--- src/rtl/cla_pipe_adder.sv ---
// Pipelined carry-lookahead adder/subtractor: one GROUP-bit lookahead group per stage, valid/ready handshake.
// Define CLA_SAT_EN to clamp overflowed results to the signed max/min instead of wrapping.
module cla_pipe_adder #(
    parameter int WIDTH = 16,
    parameter int GROUP = 4
) (
    input  logic             clk,
    input  logic             rst,
    input  logic             in_valid,
    output logic             in_ready,
    input  logic [WIDTH-1:0] a,
    input  logic [WIDTH-1:0] b,
    input  logic             cin,
    input  logic             sub,
    output logic             out_valid,
    input  logic             out_ready,
    output logic [WIDTH-1:0] sum,
    output logic             cout,
    output logic             ovf
);
    localparam int NG = WIDTH / GROUP;

    logic             in_v_q;
    logic [WIDTH-1:0] in_a_q;
    logic [WIDTH-1:0] in_bp_q;
    logic             in_c_q;
    logic             adv;

    // The whole pipe moves as one; only a held result at the tail can stop it.
    assign in_ready = !(out_valid && !out_ready);
    assign adv      = in_ready;

    // Operand capture: B is already conditioned for subtraction, carry-in forced to 1.
    always_ff @(posedge clk or posedge rst) begin
        if (rst) begin
            in_v_q  <= 1'b0;
            in_a_q  <= '0;
            in_bp_q <= '0;
            in_c_q  <= 1'b0;
        end else if (adv) begin
            in_v_q  <= in_valid;
            in_a_q  <= a;
            in_bp_q <= sub ? ~b : b;
            in_c_q  <= sub | cin;
        end
    end

    for (genvar gi = 0; gi < NG; gi++) begin : g_st
        localparam int IW = WIDTH - gi * GROUP;
        localparam int LO = gi * GROUP;

        logic [IW-1:0]    a_in;
        logic [IW-1:0]    bp_in;
        logic [WIDTH-1:0] s_in;
        logic             c_in;
        logic             v_in;
        logic [GROUP-1:0] p;
        logic [GROUP-1:0] g;
        logic [GROUP-1:0] grp_sum;
        logic [GROUP:0]   c;
        logic             acc;
        logic             pp;
        logic [WIDTH-1:0] s_d;
        logic [WIDTH-1:0] s_res;
        logic [WIDTH-1:0] s_q;
        logic             c_q;
        logic             v_q;

        if (gi == 0) begin : g_src
            assign a_in  = in_a_q;
            assign bp_in = in_bp_q;
            assign c_in  = in_c_q;
            assign v_in  = in_v_q;
            assign s_in  = '0;
        end else begin : g_chain
            assign a_in  = g_st[gi-1].g_mid.a_q;
            assign bp_in = g_st[gi-1].g_mid.bp_q;
            assign c_in  = g_st[gi-1].c_q;
            assign v_in  = g_st[gi-1].v_q;
            assign s_in  = g_st[gi-1].s_q;
        end

        assign p = a_in[GROUP-1:0] ^ bp_in[GROUP-1:0];
        assign g = a_in[GROUP-1:0] & bp_in[GROUP-1:0];

        // Flat lookahead: c[i+1] = g[i] | p[i]g[i-1] | ... | p[i..0]c_in.
        always_comb begin
            c    = '0;
            acc  = 1'b0;
            pp   = 1'b0;
            c[0] = c_in;
            for (int i = 0; i < GROUP; i++) begin
                acc = g[i];
                pp  = p[i];
                for (int j = i - 1; j >= 0; j--) begin
                    acc = acc | (pp & g[j]);
                    pp  = pp & p[j];
                end
                c[i+1] = acc | (pp & c_in);
            end
        end

        assign grp_sum = p ^ c[GROUP-1:0];
        // Bits above the finished groups are always zero, so OR-ing drops the group in place.
        assign s_d     = s_in | (WIDTH'(grp_sum) << LO);

        if (gi < NG - 1) begin : g_mid
            logic [IW-GROUP-1:0] a_q;
            logic [IW-GROUP-1:0] bp_q;

            assign s_res = s_d;

            always_ff @(posedge clk or posedge rst) begin
                if (rst) begin
                    a_q  <= '0;
                    bp_q <= '0;
                end else if (adv) begin
                    a_q  <= a_in[IW-1:GROUP];
                    bp_q <= bp_in[IW-1:GROUP];
                end
            end
        end else begin : g_last
            logic ovf_d;
            logic ovf_q;

            assign ovf_d = c[GROUP] ^ c[GROUP-1];
`ifdef CLA_SAT_EN
            // On overflow both addends share a sign, and that sign is the true result's sign.
            assign s_res = !ovf_d ? s_d :
                           (a_in[GROUP-1] ? {1'b1, {(WIDTH-1){1'b0}}}
                                          : {1'b0, {(WIDTH-1){1'b1}}});
`else
            assign s_res = s_d;
`endif

            always_ff @(posedge clk or posedge rst) begin
                if (rst) begin
                    ovf_q <= 1'b0;
                end else if (adv) begin
                    ovf_q <= ovf_d;
                end
            end
        end

        always_ff @(posedge clk or posedge rst) begin
            if (rst) begin
                v_q <= 1'b0;
                c_q <= 1'b0;
                s_q <= '0;
            end else if (adv) begin
                v_q <= v_in;
                c_q <= c[GROUP];
                s_q <= s_res;
            end
        end
    end

    assign out_valid = g_st[NG-1].v_q;
    assign sum       = g_st[NG-1].s_q;
    assign cout      = g_st[NG-1].c_q;
    assign ovf       = g_st[NG-1].g_last.ovf_q;

endmodule

--- config.mk ---
export PLATFORM = sky130hd
export DESIGN_NAME = cla_pipe_adder
export DESIGN_NICKNAME = d
export VERILOG_FILES = /design/src/rtl/cla_pipe_adder.sv
export SDC_FILE = /design/constraint.sdc
export NUM_CORES = 1
export LEC_CHECK = 0
export BUFFER_PORTS_ARGS = -buffer_cell sky130_fd_sc_hd__buf_2
export CAP_MARGIN = 20
export CORE_UTILIZATION = 46
export CTS_CLUSTER_SIZE = 25
export DETAILED_ROUTE_END_ITERATION = 8
export PLACE_DENSITY = 0.71
export SLEW_MARGIN = 20
export SYNTH_ARGS = -nofsm -noshare
export SYNTH_HDL_FRONTEND = slang
export SYNTH_SLANG_ARGS = --single-unit
--- constraint.sdc ---
create_clock -name clk -period 3.8 [get_ports clk]
set_input_delay 0 -clock clk [delete_from_list [all_inputs] [get_ports clk]]
set_output_delay 0 -clock clk [all_outputs]
set_load 0.01 [all_outputs]
== After elaboration in Yosys (flattened, before gate mapping) ==
Index checks and enable logic that the tools add are counted.
Cells by class
  reduce and logical (&&, ||, !) cells: 3
  bitwise operators: 122
  multiplexer cells: 1
Operator list (count)
  bitwise AND 1 bit: 64
  bitwise OR 1 bit: 41
  bitwise XOR 4 bit: 8
  bitwise AND 4 bit: 4
  two-way mux 16 bit: 1
  NOT 16 bit: 1
  bitwise OR 16 x 12 -> 16 bit: 1
  bitwise OR 16 bit: 1
  bitwise OR 4 x 8 -> 8 bit: 1
  logical NOT 1 bit: 2
  logical AND 1 bit: 1
  bitwise XOR 1 bit: 1
Storage, ports and cells
  bits in registers: 143
  output and inout bits: 20
  input bits: 38
  word-level logic and storage cells: 149

== Longest topological paths before layout ==
  depth after elaboration: 7
  depth in mapped cells: 7
  gate-level depth less buffers: 5

== Worst setup path after synthesis ==
OpenSTA, ideal clock, no wires.
  path type: flip-flop to flip-flop
  start: register g_st[2].g_mid.a_q[0]
  end: register g_st[3].g_last.ovf_q (netlist: ovf)
  setup time: 0.123 ns
  arrival time: 1.317 ns
  setup slack: 2.360 ns
  data required time: 3.677 ns
  cell stages (with the launch flop): 6
  cells stage by stage: dfrtp_1 ha_1 a211oi_1 o21bai_2 mux2i_1 a21oi_1
On the way
  cells in the longest elaborated chain, start to end: 5
  elaborated cells between the ends (all ways): 13
  classes of those cells: 13 x bitwise
Ends and longest elaborated chain
  from (decl): line 108  | logic [IW-GROUP-1:0] a_q;
  from (signal assigned): line 118  | a_q <= a_in[IW-1:GROUP];
  bitwise AND 4 bit or bitwise XOR 4 bit (tied branches): line 84, 83
  bitwise AND 1 bit (on tied branches): line 96, 97
  bitwise OR 1 bit or bitwise AND 1 bit (tied branches): line 96, 99
  bitwise OR 1 bit: line 99  | c[i+1] = acc | (pp & c_in);
  bitwise XOR 1 bit (*): line 126  | assign ovf_d = c[GROUP] ^ c[GROUP-1];
  to (signal assigned): line 140  | ovf_q <= ovf_d;
  to (decl): line 124  | logic ovf_q;
Every way passes the cells marked *; elsewhere a longest branch is shown, timed or not.
A chain may end at the register's enable or synchronous reset.

== Worst setup path after layout ==
  start: register g_st[3].v_q (netlist: out_valid)
  end: register in_bp_q[5] (netlist: g_st[0].bp_in[5])
On the way
  cells in the longest elaborated chain, start to end: 1
Ends and longest elaborated chain
  from (decl): line 67  | logic v_q;
  from (signal assigned): line 151  | v_q <= v_in;
  logical AND 1 bit: line 30  | assign in_ready = !(out_valid && !out_ready);
  to (signal assigned): line 43  | in_bp_q <= sub ? ~b : b;
  to (decl): line 25  | logic [WIDTH-1:0] in_bp_q;
No other way between the ends.

==> results.md <==
* Status: finished, final reports clean
* Mux cell area share after synthesis at 0.001776
* Syn avg cell area at 9.442 um2
* Fin. Hold Viols at 0
* Clock skew at between 0.005 and 0.006 ns
* Slowest-stage cell, CP: buf_4
* DRC violations left at 0
* P_int at 0.003910 W
* Total gr overflow at 0
* Buf/Inv on CP at 2
* Total CTS buffers at 17
* Die H at 112.7 um
* Most common cell in the netlist: nand2_1
* Reg2Reg Depth at 4
* Critical Path, Cell by Cell: nor2b_4, buf_4, buf_4, o21ai_0
* Synth top cells by count: nand2_1, dfrtp_1, o21ai_0, xnor2_1, ha_1
* Sequential share of the synthesized area at 0.5816
* Antenna Violating Nets Remaining at 0
* FF-to-FF setup slack at 1.77 ns
* Clock Path Buffers at 2
* Die X at 112.7 um
* Core Area at 11,960 um2
* CP startpoint kind: flop
* Std cell rows at 40
* Adder-cell share of the synthesized area at 0.04972
* RSZ-0062 raised after global routing: no
* Fill count at around 1,000
* Switch share at 0.3337
* Die area at 12,700 um2
* Reg clk slew, reported paths at 0.05 ns
* Nets at 740
* Main combinational cell family by area after synthesis: simple AND/OR/NAND/NOR gates
* WP data required at 4.06 ns
* Leak at around 3.5 nW
* Starting Density at 0.4712
* Largest net degree at the start of global routing at 101
* Clk pwr share at 0.290
* Vias in the first global route at around 4,000
* Crit path largest cell delay at 0.61 ns
* Gpl congestion at 0.7624
* # port buffers at 57
* Total inserted antenna cells at 0
* Slew headroom at 0.3460
* Routed Wire Length at 10,030 um
* Worst path arrival time at 2.29 ns
* Initial antenna violation count at 0
* Half-perimeter wire length after detailed placement at 6123 um
* CP top delay family: buffers and inverters
* Hold depth at 3
* Most common cell on crit path: buf_4
* Min-delay src: sub
* Yosys top cell by area: dfrtp_1
* Area Growth Syn to Fin at 22.31%
* Slew Limit Fails at 0
* Combinational Power Share at 0.306
* Period utilisation layout at 0.5336
* DR WL/cell at 11.92 um
* First-pass GRT wire length at 17,860 um
* Share of synthesized registers carrying an async set or reset at 1.000
* Initial DRT Pass Iterations at 4
* PwrDens at 851.2 nW/um2
* Post-synthesis cell count at 597
* Max Cap Viol at 0
* Root Driver: clkbuf_16
* Peak supply drop at 0.4051 mV
* Violation count after the first detailed-route iteration at about 250
* HP Class: in -> reg
* Final setup vio count at 0
* Synth top area cells: dfrtp_1, nand2_1, ha_1, o21ai_0, xnor2_1
* Cell area after synthesis at roughly 5600 um2
* PostCTS Resize Cnt at 0
* Fin util at 0.5764
* Setup_tns at 0 ns
* H-tree Lvls at 4
* Crit Path Class: reg -> reg
* Clock sink count at 131
* Top-area cell type share of the netlist area at 0.5816
* Postcts setup bufs at 0
* Reg2reg end: g_st[0].bp_in[5]
* Actual slew at the worst max-slew pin at about 0.98 ns
* Tmin final at 2.028 ns
* Fmax at 0.4932 GHz
* Hold Path End: g_st[0].bp_in[8]
* Endpoint type of the worst setup path: flop
* GRT Overall Usage at 0.1774
* Share of cells above drive strength 1 at 0.1439
* Post-synth top flop: dfrtp_1
* Vias per inst at about 4.7
* Maximum fanout along the worst path at 71
* Ports at 58
* Synth Area in Simple Gates at 0.2064
* #FFs+latches synth at approximately 130
* Synth Area in Compound Gates at 0.07281
* Xor/xnor share of the synthesized area at 0.03729
* Clk Latency, worst-skew pair at between 0.4 and 0.5 ns
* Critical register-to-register path startpoint: out_valid
* Post-Syn Nets at 655
* Yosys warnings at 0
* EDFF count, synth at 0
* Via count at 3,976
* CTS tree: done
* Switch Pwr at 0.001958 W
* Yosys cell types at 23
* Register share of total power at 0.404
==> logic make-up after synthesis <==
family	after synthesis
simple gates	308
flops	131
compound gates	71
buf+inv	42
xor+xnor	24
fa+ha+maj	20
mux	1
==> layout by cell type (no fill, tap or decap), types with 2 or more instances in the layout <==
cell type and count:
bufinv_16 3, ha_1 16, dfrtp_1 131, xor2_1 4, dlygate4sd3_1 35, nand2_1 294
clkbuf_16 17, clkinv_2 3, xnor2_1 20, buf_2 57, a21oi_2 3, inv_4 2
a21oi_1 12, a21o_1 4, o21ai_0 40, fa_1 4, inv_1 9, nor2_1 12
clkbuf_8 6, a211oi_1 8, buf_4 5, o21bai_1 3
==> worst max-delay path by stage <==
stage               cells after the start           endpoint  slack, ns      start
global placement                        4  g_st[0].bp_in[15]       1.83  out_valid
CTS                                     4   g_st[0].bp_in[6]       1.74  out_valid
global route                            4   g_st[0].bp_in[5]       1.54  out_valid
floorplan                               1               cout       0.30        rst
finish                                  4   g_st[0].bp_in[5]       1.77  out_valid
detailed placement                      4  g_st[0].bp_in[10]       1.77  out_valid
==> what timing repair did <==
action,4_1_cts,5_1_grt
setup endpoints to repair,0,0
endpoints found under the hold margin,101,0
hold buffers,35,0
==> per-layer routing <==
layer | GRT usage | vias up | part of all wire
met3 | 0.05945 | 11 | 0.040
li1 | - | 2051 | -
met2 | 0.2872 | 60 | 0.46
met1 | 0.2274 | 1854 | 0.49
met4 | 0.05333 | 0 | 0.013
met5 | 0 | - | 0
==> worst min-delay path: stages <==
cell and delay, ns:
buf_2 0.26, xnor2_1 0.21, o21ai_0 0.06
==> power by group through the flow <==
stage	Clock (W)	Combinational [W]	Sequential (W)
after floorplan	0	0.00141	0.00235
after global placement	0	0.00169	0.00236
after detailed placement	0	0.00176	0.00239
after CTS	0.00173	0.00183	0.00237
after global routing	0.00180	0.00209	0.00245
final	0.00170	0.00180	0.00237
==> area by class of cell <==
type / instances / area [um2] / share of cell area
clock buffers: 24 / 511.7 / 0.07423
clock inverters: 8 / 121.4 / 0.01760
inverters: 11 / 46.29 / 0.006715
multi-input cells: 424 / 2079 / 0.3016
flip-flops and latches: 131 / 3278 / 0.4755
well taps: 147 / 183.9 / 0.02668
repair buffers: 97 / 673.1 / 0.09764
==> through the flow <==
stage	std cells	hold slack [ns]	cell area, um2	total power [W]	setup slack (ns)
2_1_floorplan	597	0.1125	5637	0.003758	0.3023
5_1_grt	842	0.1960	6894	0.006344	1.544
4_1_cts	842	0.1668	6894	0.005937	1.736
3_3_place_gp	775	0.2008	5911	0.004051	1.831
6_report	842	0.1712	6894	0.005868	1.772
3_5_place_dp	775	0.2041	5911	0.004153	1.774
==> registers in the layout, indices dropped and copies added (netlist names) <==
register         count
ovf                  1
g_st.g_mid.a_q      24
g_st.c_q             3
sum                 16
g_st.v_in            1
g_st.g_mid.bp_q     24
g_st.a_in           16
g_st.v_q             3
g_st.c_in            1
cout                 1
g_st.s_q            24
out_valid            1
g_st.bp_in          16
No activity file was read; power rests on OpenSTA's default activity.
